File: config.mk
export PLATFORM = sky130hd
export DESIGN_NAME = fmps_multi_read_link
export DESIGN_NICKNAME = d
export VERILOG_FILES = /design/src/rtl/fmps_multi_read_link.sv
export SDC_FILE = /design/constraint.sdc
export NUM_CORES = 1
export LEC_CHECK = 0
export ABC_AREA = 0
export BUFFER_PORTS_ARGS = -buffer_cell sky130_fd_sc_hd__clkbuf_2
export CAP_MARGIN = 20
export CORE_ASPECT_RATIO = 2
export CORE_MARGIN = 2
export CORE_UTILIZATION = 58
export CTS_CLUSTER_DIAMETER = 100
export DETAILED_ROUTE_END_ITERATION = 10
export PLACE_DENSITY = 0.79
export SETUP_SLACK_MARGIN = 0.3
export SLEW_MARGIN = 20
export SYNTH_ARGS = -nofsm -noshare
export SYNTH_HDL_FRONTEND = slang
export SYNTH_SLANG_ARGS = --single-unit
File: constraint.sdc
create_clock -name auroraClk -period 6.6 [get_ports auroraClk]
set_input_delay 0.66 -clock auroraClk [delete_from_list [all_inputs] [get_ports auroraClk]]
set_output_delay 0.66 -clock auroraClk [all_outputs]
set_load 0.1 [all_outputs]
File: src/rtl/fmps_multi_read_link.sv
// rtl/fmps_multi_read_link.sv - multi-link FMPS packet receiver; FMPS_READ_LINK_DUP_REJECT_EN rejects duplicate indices
module fmps_multi_read_link #(
    parameter int                     NUM_LINKS       = 2,
    parameter int                     INDEX_WIDTH     = 5,
    parameter int                     MAGIC_WIDTH     = 16,
    parameter int                     MAGIC_START_BIT = 16,
    parameter int                     INDEX_START_BIT = 10,
    parameter logic [MAGIC_WIDTH-1:0] HEADER_MAGIC    = 16'hB6CF,
    localparam int                    LINK_W          = (NUM_LINKS > 1) ? $clog2(NUM_LINKS) : 1,
    localparam int                    DEPTH           = 1 << INDEX_WIDTH,
    localparam int                    CNT_W           = INDEX_WIDTH + 1
) (
    input  logic                     auroraClk,
    input  logic                     auroraReset_n,
    input  logic                     FAstrobe,
    input  logic [CNT_W-1:0]         expectedCount,
    input  logic [NUM_LINKS-1:0]     TVALID,
    input  logic [NUM_LINKS-1:0]     TLAST,
    input  logic [32*NUM_LINKS-1:0]  TDATA,
    output logic                     statusStrobe,
    output logic [1:0]               statusCode,
    output logic [DEPTH-1:0]         fmpsBitmap,
    output logic [CNT_W-1:0]         fmpsCounter,
    input  logic [INDEX_WIDTH-1:0]   readoutAddress,
    output logic [31:0]              readoutFMPS,
    output logic [LINK_W-1:0]        readoutLink
);

    typedef enum logic [1:0] {
        ST_HEADER  = 2'd0,
        ST_DATA    = 2'd1,
        ST_DISCARD = 2'd2
    } parse_state_t;

    localparam logic [CNT_W-1:0] CNT_MAX = CNT_W'(DEPTH);

    logic [NUM_LINKS-1:0]   w_hold_full;
    logic [NUM_LINKS-1:0]   w_link_err;
    logic [NUM_LINKS-1:0]   w_link_ovr;
    logic [NUM_LINKS-1:0]   w_gnt;
    logic [INDEX_WIDTH-1:0] w_hold_idx  [NUM_LINKS];
    logic [31:0]            w_hold_data [NUM_LINKS];

    for (genvar k = 0; k < NUM_LINKS; k++) begin : g_link
        parse_state_t           r_state;
        parse_state_t           w_state_nxt;
        logic [INDEX_WIDTH-1:0] r_pkt_idx;
        logic                   r_full;
        logic [INDEX_WIDTH-1:0] r_idx;
        logic [31:0]            r_data;
        logic [31:0]            w_beat;
        logic                   w_magic_ok;
        logic                   w_complete;
        logic                   w_err;
        logic                   w_latch;
        logic                   w_load;

        assign w_beat     = TDATA[32*k +: 32];
        assign w_magic_ok = (w_beat[MAGIC_START_BIT +: MAGIC_WIDTH] == HEADER_MAGIC);

        always_comb begin
            w_state_nxt = r_state;
            w_complete  = 1'b0;
            w_err       = 1'b0;
            w_latch     = 1'b0;
            if (TVALID[k]) begin
                case (r_state)
                    ST_HEADER: begin
                        if (TLAST[k]) begin
                            w_err = 1'b1;
                        end else if (w_magic_ok) begin
                            w_latch     = 1'b1;
                            w_state_nxt = ST_DATA;
                        end else begin
                            w_err       = 1'b1;
                            w_state_nxt = ST_DISCARD;
                        end
                    end
                    ST_DATA: begin
                        if (TLAST[k]) begin
                            w_complete  = 1'b1;
                            w_state_nxt = ST_HEADER;
                        end else begin
                            w_err       = 1'b1;
                            w_state_nxt = ST_DISCARD;
                        end
                    end
                    ST_DISCARD: begin
                        if (TLAST[k]) begin
                            w_state_nxt = ST_HEADER;
                        end
                    end
                    default: w_state_nxt = ST_HEADER;
                endcase
            end
        end

        // A holding register being granted this cycle can take the next packet on the same edge.
        assign w_load = w_complete && (!r_full || w_gnt[k]);

        always_ff @(posedge auroraClk) begin
            if (!auroraReset_n) begin
                r_state <= ST_HEADER;
                r_full  <= 1'b0;
            end else begin
                r_state <= w_state_nxt;
                if (w_load) begin
                    r_full <= 1'b1;
                end else if (w_gnt[k]) begin
                    r_full <= 1'b0;
                end
            end
        end

        always_ff @(posedge auroraClk) begin
            if (w_latch) begin
                r_pkt_idx <= w_beat[INDEX_START_BIT +: INDEX_WIDTH];
            end
            if (w_load) begin
                r_idx  <= r_pkt_idx;
                r_data <= w_beat;
            end
        end

        assign w_hold_full[k] = r_full;
        assign w_link_err[k]  = w_err;
        assign w_link_ovr[k]  = w_complete && r_full && !w_gnt[k];
        assign w_hold_idx[k]  = r_idx;
        assign w_hold_data[k] = r_data;
    end

    logic [LINK_W-1:0]      r_rr_ptr;
    logic                   w_gnt_vld;
    logic [LINK_W-1:0]      w_gnt_link;
    logic [INDEX_WIDTH-1:0] w_gnt_idx;
    logic [31:0]            w_gnt_data;
    logic [LINK_W-1:0]      w_j;

    // Round-robin search starts at the link after the last grant.
    always_comb begin
        int j;
        j          = 0;
        w_j        = '0;
        w_gnt      = '0;
        w_gnt_vld  = 1'b0;
        w_gnt_link = '0;
        w_gnt_idx  = '0;
        w_gnt_data = '0;
        for (int i = 0; i < NUM_LINKS; i++) begin
            j = int'(r_rr_ptr) + i;
            if (j >= NUM_LINKS) begin
                j = j - NUM_LINKS;
            end
            w_j = LINK_W'(j);
            if (!w_gnt_vld && w_hold_full[w_j]) begin
                w_gnt_vld    = 1'b1;
                w_gnt[w_j]   = 1'b1;
                w_gnt_link   = w_j;
                w_gnt_idx    = w_hold_idx[w_j];
                w_gnt_data   = w_hold_data[w_j];
            end
        end
    end

    logic [DEPTH-1:0] r_bitmap;
    logic [CNT_W-1:0] r_count;
    logic             r_err;
    logic             r_ovr;
    logic             r_status_strobe;
    logic [1:0]       r_status_code;
    logic [DEPTH-1:0] w_bitmap_base;
    logic [CNT_W-1:0] w_count_base;
    logic [DEPTH-1:0] w_onehot;
    logic             w_bit_was_set;
    logic             w_dup_err;
    logic             w_write;
    logic             w_err_evt;
    logic             w_ovr_evt;

    // On the strobe cycle everything accounted this cycle starts from an empty slate.
    assign w_bitmap_base = FAstrobe ? '0 : r_bitmap;
    assign w_count_base  = FAstrobe ? '0 : r_count;
    assign w_onehot      = {{(DEPTH-1){1'b0}}, 1'b1} << w_gnt_idx;
    assign w_bit_was_set = w_bitmap_base[w_gnt_idx];

`ifdef FMPS_READ_LINK_DUP_REJECT_EN
    assign w_dup_err = w_gnt_vld && w_bit_was_set;
`else
    assign w_dup_err = 1'b0;
`endif

    assign w_write   = auroraReset_n && w_gnt_vld && !w_dup_err;
    assign w_err_evt = (|w_link_err) || w_dup_err;
    assign w_ovr_evt = |w_link_ovr;

    always_ff @(posedge auroraClk) begin
        if (!auroraReset_n) begin
            r_bitmap        <= '0;
            r_count         <= '0;
            r_err           <= 1'b0;
            r_ovr           <= 1'b0;
            r_rr_ptr        <= '0;
            r_status_strobe <= 1'b0;
            r_status_code   <= 2'd0;
        end else begin
            r_status_strobe <= FAstrobe;
            if (FAstrobe) begin
                r_status_code <= r_ovr ? 2'd3 :
                                 r_err ? 2'd2 :
                                 (r_count < expectedCount) ? 2'd1 : 2'd0;
            end
            r_err <= (FAstrobe ? 1'b0 : r_err) | w_err_evt;
            r_ovr <= (FAstrobe ? 1'b0 : r_ovr) | w_ovr_evt;
            if (w_write) begin
                r_bitmap <= w_bitmap_base | w_onehot;
                if (!w_bit_was_set && (w_count_base != CNT_MAX)) begin
                    r_count <= w_count_base + CNT_W'(1);
                end else begin
                    r_count <= w_count_base;
                end
            end else begin
                r_bitmap <= w_bitmap_base;
                r_count  <= w_count_base;
            end
            if (w_gnt_vld) begin
                r_rr_ptr <= (w_gnt_link == LINK_W'(NUM_LINKS - 1)) ? '0 : w_gnt_link + LINK_W'(1);
            end
        end
    end

    logic [31:0]       r_ram      [DEPTH];
    logic [LINK_W-1:0] r_ram_link [DEPTH];
    logic [31:0]       r_rd_data;
    logic [LINK_W-1:0] r_rd_link;

    always_ff @(posedge auroraClk) begin
        if (w_write) begin
            r_ram[w_gnt_idx]      <= w_gnt_data;
            r_ram_link[w_gnt_idx] <= w_gnt_link;
        end
    end

    always_ff @(posedge auroraClk) begin
        if (!auroraReset_n) begin
            r_rd_data <= '0;
            r_rd_link <= '0;
        end else begin
            r_rd_data <= r_ram[readoutAddress];
            r_rd_link <= r_ram_link[readoutAddress];
        end
    end

    assign statusStrobe = r_status_strobe;
    assign statusCode   = r_status_code;
    assign fmpsBitmap   = r_bitmap;
    assign fmpsCounter  = r_count;
    assign readoutFMPS  = r_rd_data;
    assign readoutLink  = r_rd_link;

endmodule

### Word level (Yosys, flattened, before mapping)

Memories as Yosys holds them, arrays and structs flattened. A register that Yosys moved wholly into a read port is not among the register bits.
Cells that the tools add are included.

* $add $sub $neg: 5
* $lt $le $gt $ge: 10
* eq/ne operators: 11
* shift operators: 1
* multiplexer cells: 85
* bitwise gates (word level): 6
* reductions and logical operators: 29

Operator list (count)
* $mux W32: 10
* $mux W1: 45
* $mux W5: 8
* $eq A16 B16 Y1 const B: 2
* $or A32 B32 Y32: 1
* $shl A1 B5 Y32 const A: 1
* $mux W2: 12
* $mux W6: 3
* $pmux W2 S3: 2
* $logic_and A1 B1 Y1: 11
* $logic_not A1 Y1: 8
* $ne A2 B2 Y1 const B: 4
* $add A6 B1 Y6 const B: 1
* $ge A2 B2 Y1 const B: 3
* $lt A5 B6 Y1 const B: 1
* $lt A6 B6 Y1: 1
* $ne A6 B6 Y1 const B: 1
* $reduce_and A3 Y1: 2
* $bmux W1 S5: 1
* $eq A2 B1 Y1 const B: 2
* $eq A2 B2 Y1 const B: 2
* $logic_not A2 Y1: 2
* $lt A1 B2 Y1 const B: 2
* $not A1 Y2: 2
* other kinds (12): 20

* register bits: 134
* bits in writable memories: 1056
* bits of input ports: 82
* output and inout port bits: 74
* logic and storage cells: 166
* memories kept: 2

Memory list
* r_ram: words 32, width 32, rd ports 1, clocked after memory_dff 1, write ports 1, line 231 `logic [31:0] r_ram [DEPTH];`
* r_ram_link: words 32, width 1, rd ports 1, clocked after memory_dff 1, write ports 1, line 232 `logic [LINK_W-1:0] r_ram_link [DEPTH];`

### Logic depth before layout (Yosys ltp)

* depth after elaboration: 14
* gate-level depth with buffers: 11
* mapped depth without buffers: 9

### Worst setup path after synthesis

Ideal clock, no wire load.

* kind: reg2reg
* start: register r_rr_ptr
* end: memory r_ram[16][0] (enable)
* arrival: 2.929 ns
* setup slack: 3.246 ns
* cell stages (with the launch flop): 8
* path buffers: 1
* path through: dfxtp_1 > nand2b_4 > and2_1 > clkbuf_1 > a22oi_1 > nor2_1 > nand3_1 > nor2_1

* cells in the longest elaborated chain, start to end: 11
* elaborated cells on any way between the ends: 28
* those cells by class: add/sub: 3; order compare: 2; mux: 18; bitwise: 2; reduce/logical: 3

Ends and longest elaborated chain
* start, declared: line 132 `logic [LINK_W-1:0] r_rr_ptr;`
* start signal, assigned: line 226 `r_rr_ptr <= (w_gnt_link == LINK_W'(NUM_LINKS - 1)) ? '0 : w_gnt_link + LINK_W'(1);`
* $ge A1 B2 Y1 / $sub A1 B1 Y1 (equally long branches): line 151, 152
* $mux W1: line 151 `if (j >= NUM_LINKS) begin`
* $mux W1 (not written as such) (2 in a row): line 155 `if (!w_gnt_vld && w_hold_full[w_j]) begin`
* $mux W1: line 155
* $logic_not A1 Y1: line 155
* $logic_and A1 B1 Y1: line 155
* $mux W1: line 155
* $logic_and A1 B1 Y1: line 192 `assign w_write = auroraReset_n && w_gnt_vld && !w_dup_err;`
* $mux W1: line 237 `if (w_write) begin`
* $mux W1 (not written as such): line 238 `r_ram[w_gnt_idx] <= w_gnt_data;`
* end, declared: line 231

Parallel ways exist; a longest one is shown, timed or not. The select of a mux whose other input is x is not followed.

### Worst setup path after layout

* start: register g_link[1].r_full
* end: memory r_ram[0][30] (enable)

* cells in the longest elaborated chain, start to end: 9
* elaborated cells on any way between the ends: 13
* those cells by class: mux: 10; reduce/logical: 3

Ends and longest elaborated chain
* start, declared: line 48 `logic r_full;`
* start signal, assigned: line 104 `r_full <= 1'b0;`
* start signal, assigned: line 108 `r_full <= 1'b1;`
* start signal, assigned: line 110 `r_full <= 1'b0;`
* $mux W1 (not written as such) (2 in a row): line 155
* $mux W1: line 155
* $logic_not A1 Y1: line 155
* $logic_and A1 B1 Y1: line 155
* $mux W1: line 155
* $logic_and A1 B1 Y1: line 192
* $mux W1: line 237
* $mux W1 (not written as such): line 238

Parallel ways exist; a longest one is shown, timed or not. The select of a mux whose other input is x is not followed.

==> impl_results.md <==
* Outcome: complete, no violations
* CP max-delay cell: nor2_4
* Worst-Skew Late Latency at 700 ps
* M1 WL at 38.51 mm
* DP HPWL at 65.85 mm
* Post-synthesis instance total at 2048
* Synth area leader: edfxtp_1
* Die Y at 402.9 µm
* Vias in the first global route at 24252
* Top cell by count, worst path: buf_4
* Crit-path max FO at 49
* Synth area leaders: edfxtp_1, mux4_2, dfxtp_1, nor2_1, mux2i_1
* Share of layout cells above drive strength 1 at 0.3262
* Worst Hold Class: in -> reg
* Routed Antenna Nets at 0
* Routed len/inst at 35.43 µm
* Crit-path cells: a21boi_4 -> buf_4 -> a32oi_1 -> nand2_1 -> nor2_4 -> buf_4
* Number of synthesized flops with an enable pin at 1140
* Sequential share of the synthesized area at 0.7777
* Period utilization at 0.5965
* CP Class: reg -> reg
* RSZ-0062 raised after global routing: false
* Slew Limit Fails at 0
* Net Count, Synth at 2137
* Register clock-pin slew on the reported worst setup and hold paths at 70 ps
* Core ar. at 0.07892 mm²
* Initial drt markers at 3207
* Final Instance Area at 0.05223 mm²
* Crit path launch type: flop
* DRC Markers at 0
* Worst path arrival time at 4280 ps
* RePlAce Congestion at 0.9191
* Area growth, synth to finish at 13.17%
* Vias per cell at 6.867
* Die ar. at 0.08198 mm²
* Site Rows at 146
* Relative slew slack at 0.2560
* Clk sinks at 1223
* Setup TNS at 0 ps
* Pwr Density at 294.5 mW/mm²
* Root Driver: clkbuf_16
* CP top delay family: simple AND/OR/NAND/NOR gates
* Max frequency at 0.2540 GHz
* Unique masters post-synth at 52
* Top-count cell post-synth: edfxtp_1
* IO Port Bufs at 155
* Vias at 23238
* Worst vdd ir at 0.0002853 V
* CTS Buf Count at 98
* DIE WIDTH at 203.5 µm
* Routed wl met3 at 10.02 mm
* Critical Path RT at 6940 ps
* Met2 wire length at 64.15 mm
* Num ports at 156
* Placed cell count at 3199
* Largest net degree at the start of global routing at 115
* First-pass GRT wire length at 171.9 mm
* Overall power at 15.38 mW
* Drt pass-1 iters at 6
* Worst slew pin tran at 1116 ps
* GRT overflow at 0
* Asr flop ratio synth at 0
* Slowest Stage Delay on Critical Path at 810 ps
* Total stage count of the critical path at 6
* Max-cap viol count at 0
* Post-Route Utilization at 0.6618
* Max clock buf depth at 3
* Fin. Hold Viols at 0
* Worst Hold Path Cells at 1
* Worst reg2reg path depth at 6
* Cell leakage power at 16.24 nW
* Mapped cell area at 0.04615 mm²
* Post-CTS Setup Bufs at 0
* Mapped Avg Cell Area at 22.54 µm²
* Buffers and inverters on the worst path at 2
* Max Used Layer: met5
* #FFs+latches synth at 1223
* Synthesis warning total at 0
* CTS tree: built
* Initial antenna violation count at 3
* Finished Layout Cells at 3384
* Synth Flop Type: edfxtp_1
* Final min period at 3937 ps
* Place WS at 2885 ps
* Final #Nets at 2352
* Final WL at 119.9 mm
* Synth top area share at 0.7417
* # H-tree levels at 3
* DP Area at 0.04876 mm²
* Post-Route Skew at 27.94 ps
* Initial Util at 0.5848
* Worst hold slack at 143.3 ps
* Setup WS post-layout at 2663 ps
* # setup viols final at 0
* Top post-synthesis cells by count: edfxtp_1, mux4_2, nor2_1, dfxtp_1, clkbuf_1
* Hold Buf Count CTS at 0
* Total track usage at 0.3009
* CTS resizes at 0
* Crit. End Element: flop
## flip-flops by register name, indices dropped and copies added (netlist names), 6 cells and up
register / flops
g_link.r_data: 64
g_link.r_idx: 10
readoutFMPS: 32
r_ram_link: 32
fmpsCounter: 6
fmpsBitmap: 32
g_link.r_pkt_idx: 10
r_ram: 1024
## per-layer routing
layer / global-route usage / up-vias
li1: - / 9036
met1: 0.3604 / 12135
met2: 0.5236 / 1656
met3: 0.04872 / 407
met4: 0.1614 / 4
met5: 0 / -
## report_power, final
group | internal, mW | switching [mW]
Combinational | 0.258 | 0.433
Clock | 3.56 | 2.72
Sequential | 8.39 | 0.0209
## final timing paths
kind | from | endpoint | slack, ps
setup / recovery | g_link[1].r_full | r_ram[0][30] | 2660
hold reg to reg | g_link[0].r_pkt_idx[4] | g_link[0].r_idx[4] | 420
setup reg to reg | g_link[1].r_full | r_ram[0][30] | 2660
hold / removal | TDATA[6] | g_link[0].r_data[6] | 140
## kinds of logic after synthesis
family,count (synthesis),synth area share
buf+inv,116,0.009841
simple gates,198,0.01968
mux,375,0.1708
compound gates,129,0.02006
flops,1223,0.7777
fa+ha+maj,7,0.001898
## layout by cell type, fill, tap and decap left out, types with 9 or more instances in the layout
cell type  instances
mux4_2           330
inv_1             12
edfxtp_1        1140
dfxtp_1           83
clkbuf_16        104
clkbuf_2         152
nor2_1            90
buf_4             53
a22o_2            25
nor2_4            32
nand2_1           16
a22o_1            10
o21ai_0           17
clkinv_2           9
nor2b_1           13
bufinv_16         15
a21oi_1           37
clkbuf_1          26
mux2i_1           45
## area by class of cell
| type | instances | area (µm²) |
|---|---|---|
| clock buffers | 137 | 2788 |
| fillers | 4766 | 26690 |
| diodes | 3 | 7.507 |
| inverters | 14 | 52.55 |
| clock inverters | 45 | 648.1 |
| repair buffers | 217 | 1449 |
| multi-input cells | 709 | 10090 |
| well taps | 1036 | 1296 |
| flip-flops and latches | 1223 | 35890 |
(Power assumes the default switching activity.)
